===== src/rtl/alu_arbiter.sv =====
// alu_arbiter: grants one of two requesters access to a shared, external
// combinational ALU, registers the result and returns it to the winner.
//
// Handshake semantics (all ports): a transfer happens on a rising clk edge
// where both valid and ready are high. Request side: reqk_valid/op/a/b are
// held by the requester until reqk_ready; reqk_ready is a combinational
// grant that only depends on the request valids, the state and last grant.
// Response side: rspk_valid is held with rsp_y/rsp_zero stable until
// rspk_ready; rspk_ready while rspk_valid is low has no effect.
module alu_arbiter #(
    parameter int PRIO_FIXED = 0  // 0 = round-robin, 1 = requester 0 always wins
) (
    input  logic       clk,
    input  logic       reset,
    input  logic       req0_valid,
    input  logic       req1_valid,
    input  logic [2:0] req0_op,
    input  logic [2:0] req1_op,
    input  logic [7:0] req0_a,
    input  logic [7:0] req0_b,
    input  logic [7:0] req1_a,
    input  logic [7:0] req1_b,
    output logic       req0_ready,
    output logic       req1_ready,
    output logic       rsp0_valid,
    output logic       rsp1_valid,
    input  logic       rsp0_ready,
    input  logic       rsp1_ready,
    output logic [7:0] rsp_y,
    output logic       rsp_zero,
    output logic [2:0] alu_op,
    output logic [7:0] alu_a,
    output logic [7:0] alu_b,
    input  logic [7:0] alu_y,
    input  logic       alu_zero,
    output logic       busy,
    output logic [1:0] dbg_state
);

    localparam logic [1:0] IDLE = 2'd0;
    localparam logic [1:0] EXEC = 2'd1;
    localparam logic [1:0] RESP = 2'd2;

    logic [1:0] state;
    logic       last_grant;  // requester granted most recently (0 or 1)
    logic       winner;      // requester owning the in-flight operation
    logic       pick1;       // arbitration result: 1 selects requester 1
    logic       grant;       // a grant happens this cycle
    logic       rsp_done;    // winner consumes its response this cycle

    // Arbitration: pick the requester that would win if a grant happened now
    always_comb begin
        pick1 = 1'b0;
        if (PRIO_FIXED != 0) begin
            pick1 = !req0_valid && req1_valid;
        end else if (req0_valid && req1_valid) begin
            pick1 = !last_grant;
        end else begin
            pick1 = req1_valid;
        end
    end

    // Grants only in IDLE and never while reset holds the block
    assign grant      = !reset && (state == IDLE) && (req0_valid || req1_valid);
    assign req0_ready = grant && !pick1;
    assign req1_ready = grant && pick1;

    assign rsp0_valid = (state == RESP) && !winner;
    assign rsp1_valid = (state == RESP) && winner;
    assign rsp_done   = winner ? rsp1_ready : rsp0_ready;

    assign busy      = (state != IDLE);
    assign dbg_state = state;

    // Control FSM plus grant bookkeeping
    always_ff @(posedge clk or posedge reset) begin
        if (reset) begin
            state      <= IDLE;
            last_grant <= 1'b1;
            winner     <= 1'b0;
        end else begin
            case (state)
                IDLE: begin
                    if (grant) begin
                        winner     <= pick1;
                        last_grant <= pick1;
                        state      <= EXEC;
                    end
                end
                EXEC: state <= RESP;
                RESP: begin
                    if (rsp_done) begin
                        state <= IDLE;
                    end
                end
                default: state <= IDLE;
            endcase
        end
    end

    // ALU operand registers: loaded only on a grant, held otherwise
    always_ff @(posedge clk or posedge reset) begin
        if (reset) begin
            alu_op <= 3'd0;
            alu_a  <= 8'd0;
            alu_b  <= 8'd0;
        end else if (grant) begin
            alu_op <= pick1 ? req1_op : req0_op;
            alu_a  <= pick1 ? req1_a  : req0_a;
            alu_b  <= pick1 ? req1_b  : req0_b;
        end
    end

    // Result capture at the end of the EXEC cycle
    always_ff @(posedge clk or posedge reset) begin
        if (reset) begin
            rsp_y    <= 8'd0;
            rsp_zero <= 1'b0;
        end else if (state == EXEC) begin
            rsp_y    <= alu_y;
            rsp_zero <= alu_zero;
        end
    end

endmodule


===== config.mk =====
export PLATFORM = sky130hd
export DESIGN_NAME = alu_arbiter
export DESIGN_NICKNAME = d
export VERILOG_FILES = /design/src/rtl/alu_arbiter.sv
export SDC_FILE = /design/constraint.sdc
export NUM_CORES = 1
export LEC_CHECK = 0
export CORE_UTILIZATION = 33
export DETAILED_ROUTE_END_ITERATION = 8
export MAX_ROUTING_LAYER = met4
export PLACE_DENSITY = 0.8
export SYNTH_ARGS = -nofsm -noshare
export SYNTH_HDL_FRONTEND = slang
export SYNTH_SLANG_ARGS = --single-unit

===== constraint.sdc =====
create_clock -name clk -period 1.58 [get_ports clk]
set_input_delay 0.158 -clock clk [delete_from_list [all_inputs] [get_ports clk]]
set_output_delay 0.158 -clock clk [all_outputs]
set_load 0.01 [all_outputs]

==> results.ini <==
[synthesis]
yosysTopAreaCell = dfrtp_1
synth.distinct_cells = 20
synth_top_area_share_pct = 53.13
syn_nets = 182
netlist_top_cells_count = 31 x dfrtp_1, 19 x a221o_1, 19 x nand2_1, 19 x nor3_1, 10 x mux2_2
synth_edf_count = 0
ys_ff_latch = 32
async_flop_share_pct = 100.0
syn_inst = 129
netlist_area_sq_um = 1460
synth_ff_type = dfrtp_1
yosysWarnings = 0
syn_avg_cell_area_sq_um = 11.32
yosysMostFrequentCell = dfrtp_1
yosysSeqAreaShare_pct = 54.93
synthTopCellsByArea = dfrtp_1 53%, a221o_1 13%, mux2_2 7.7%, nor3_1 6.5%, nand2_1 4.9%

[placed_design]
place_congestion = 0.7452
dp.final_hpwl_microns = 2939
io_buffers = 87
postPlaceCellArea_sq_um = 2432
dp.cells = 268

[clock_network]
clockBufferDepth = 2
cts_made_buffers = 5
cts_max_level = 2
cts-root-buf = clkbuf_8
path_clk_slew_ns = 0.07
clock_sinks = 32
cts_tree = done
holdBufCountCts = 0
worstSkewPairLatency_ns = 0.28

[run]
maxCapViolations = 0

[floorplanning]
die_area_sq_um = 4695
ioPinCount = 88
die_x_microns = 68.52
die_h_microns = 68.52
start_util_pct = 35.48
rows = 23
placeableCoreArea_sq_um = 4115

[final_layout]
final_core_util_pct = 62.48
layout-drive-gt1-share_pct = 19.48
final_area_sq_um = 2571
fin_nets = 283
n_antenna_cell = 0
synthToLayoutAreaGrowth_pct = 76.09
stdcell_count = 281

[setup_path]
cp-start-kind = register
worst-setup-path-type = reg2reg
path_max_fanout = 6
crit_arrival_ns = 1.89
r2r_cells = 5
rr_endpoint = alu_a[1]
worstSetupEndpoint = alu_a[1]
r2r_slack_ns = -0.15
startpoint = dbg_state[1]
end_kind = register
cp.required_ns = 1.74
r2r_start = dbg_state[1]

[run_status]
violations = negative setup slack
status = finished, violations left

[power]
power_mw = 4.233
ir_worst_vdd_v = 0.0006337
p_per_area_nw_per_um2 = 1646
cellLeakagePower_nw = 1.098

[routing]
vias = 1428
drt_first_pass_iters = 4
totalWireLength_microns = 4424
final_antenna_net_count = 0
wl_per_cell_microns = 15.74
route.detailed.drc = 0
drt_iter0_drc = 51
post_drt_via_cell_ratio = 5.082

[global_route]
antenna_found_initial = 0
grt_pass1_vias = 1405
grt_pass1_wl_microns = 6479
grt_max_degree = 23
groute.usage.overall_pct = 19.83
grt_overflow_total = 0

[timing]
finClkSkew_ns = 0.005801
worst_slack_ns = -0.1517
fin_crit_ns = 1.732
whs_ns = 0.3471
tightest_slew_ns = 0.4548
grt_setup_unrepaired = true
hold_viol_final = 0
slew_viol_final = 0
maxSlewHeadroom_pct = 69.68
finalSetupViolCount = 23
fin_crit_sh_pct = 109.6
fmax_ghz = 0.5775

[worst_hold_path]
hold_class = in2async

## layout by cell type (no fill, tap or decap), types with 2 or more instances in the layout
| master | n |
|---|---|
| a21oi_2 | 2 |
| a221o_1 | 19 |
| buf_2 | 2 |
| buf_4 | 12 |
| buf_6 | 3 |
| clkbuf_1 | 2 |
| clkbuf_8 | 6 |
| clkdlybuf4s50_1 | 82 |
| dfrtp_1 | 31 |
| dlygate4sd2_1 | 2 |
| inv_1 | 5 |
| mux2_2 | 10 |
| nand2_1 | 19 |
| nand2b_1 | 2 |
| nor2_1 | 3 |
| nor3_1 | 19 |
| or2_4 | 4 |
## timing repair
action                                  4_1_cts  5_1_grt
buffers inserted                              2        0
pin swaps                                     4        6
gates cloned                                  2        1
endpoints found under the setup margin       27       24
gates resized for setup                      17        5
## stage by stage
step            TNS (ns)  worst slack (ns)
3_3_place_gp      -7.731           -0.3410
3_5_place_dp      -8.329           -0.3748
4_1_cts           -2.303           -0.1934
2_1_floorplan  -0.004105        -0.0002475
5_1_grt           -3.402           -0.1838
6_report          -2.602           -0.1517
## logic make-up after synthesis
group / Yosys count / synth area share, %
flops: 32 / 54.93
mux: 10 / 7.712
buf+inv: 16 / 5.656
compound gates: 23 / 15.94
simple gates: 48 / 15.77
## report_power, final
| group | internal [mW] | total (mW) | switching, mW |
|---|---|---|---|
| sequential | 1.22 | 1.46 | 0.235 |
| combinational | 1.30 | 2.13 | 0.834 |
| clock | 0.355 | 0.642 | 0.287 |
## layer usage
| layer | vias up | track usage [%] | wire (microns) |
|---|---|---|---|
| met5 | - | - | 0 |
| met4 | 0 | 7.031 | 44 |
| met3 | 6 | 5.757 | 388 |
| met2 | 69 | 32.72 | 2186 |
| met1 | 677 | 22.88 | 1805 |
| li1 | 676 | - | - |
## worst min-delay path by stage
stage / depth (start not counted) / slack, ns / endpoint
after floorplan: 1 / 0.27 / alu_a[0]
final: 4 / 0.35 / alu_b[7]
after CTS: 4 / 0.35 / alu_op[0]
after global placement: 2 / 0.48 / last_grant
after global routing: 4 / 0.38 / alu_b[7]
after detailed placement: 2 / 0.49 / last_grant
## critical path, stage by stage (launching register included)
cell and delay, ns:
dfrtp_1 0.38, buf_6 0.12, or3_4 0.37, buf_6 0.15, or2_4 0.26, a221o_1 0.33
## area by class of cell
class / count / area, sq um
fill: 364 / 1544
timing repair buffer: 102 / 977.2
multi-input combinational: 84 / 620.6
inverter: 5 / 18.77
sequential: 32 / 802.0
tap: 50 / 62.56
clock buffer: 8 / 90.09
## registers in the layout, summed over array words and instances (netlist names)
name / flops
alu_op: 3
rsp_zero: 1
winner: 1
alu_a: 8
rsp_y: 8
alu_b: 8
dbg_state: 2
last_grant: 1
No activity file was read; power rests on OpenSTA's default activity.
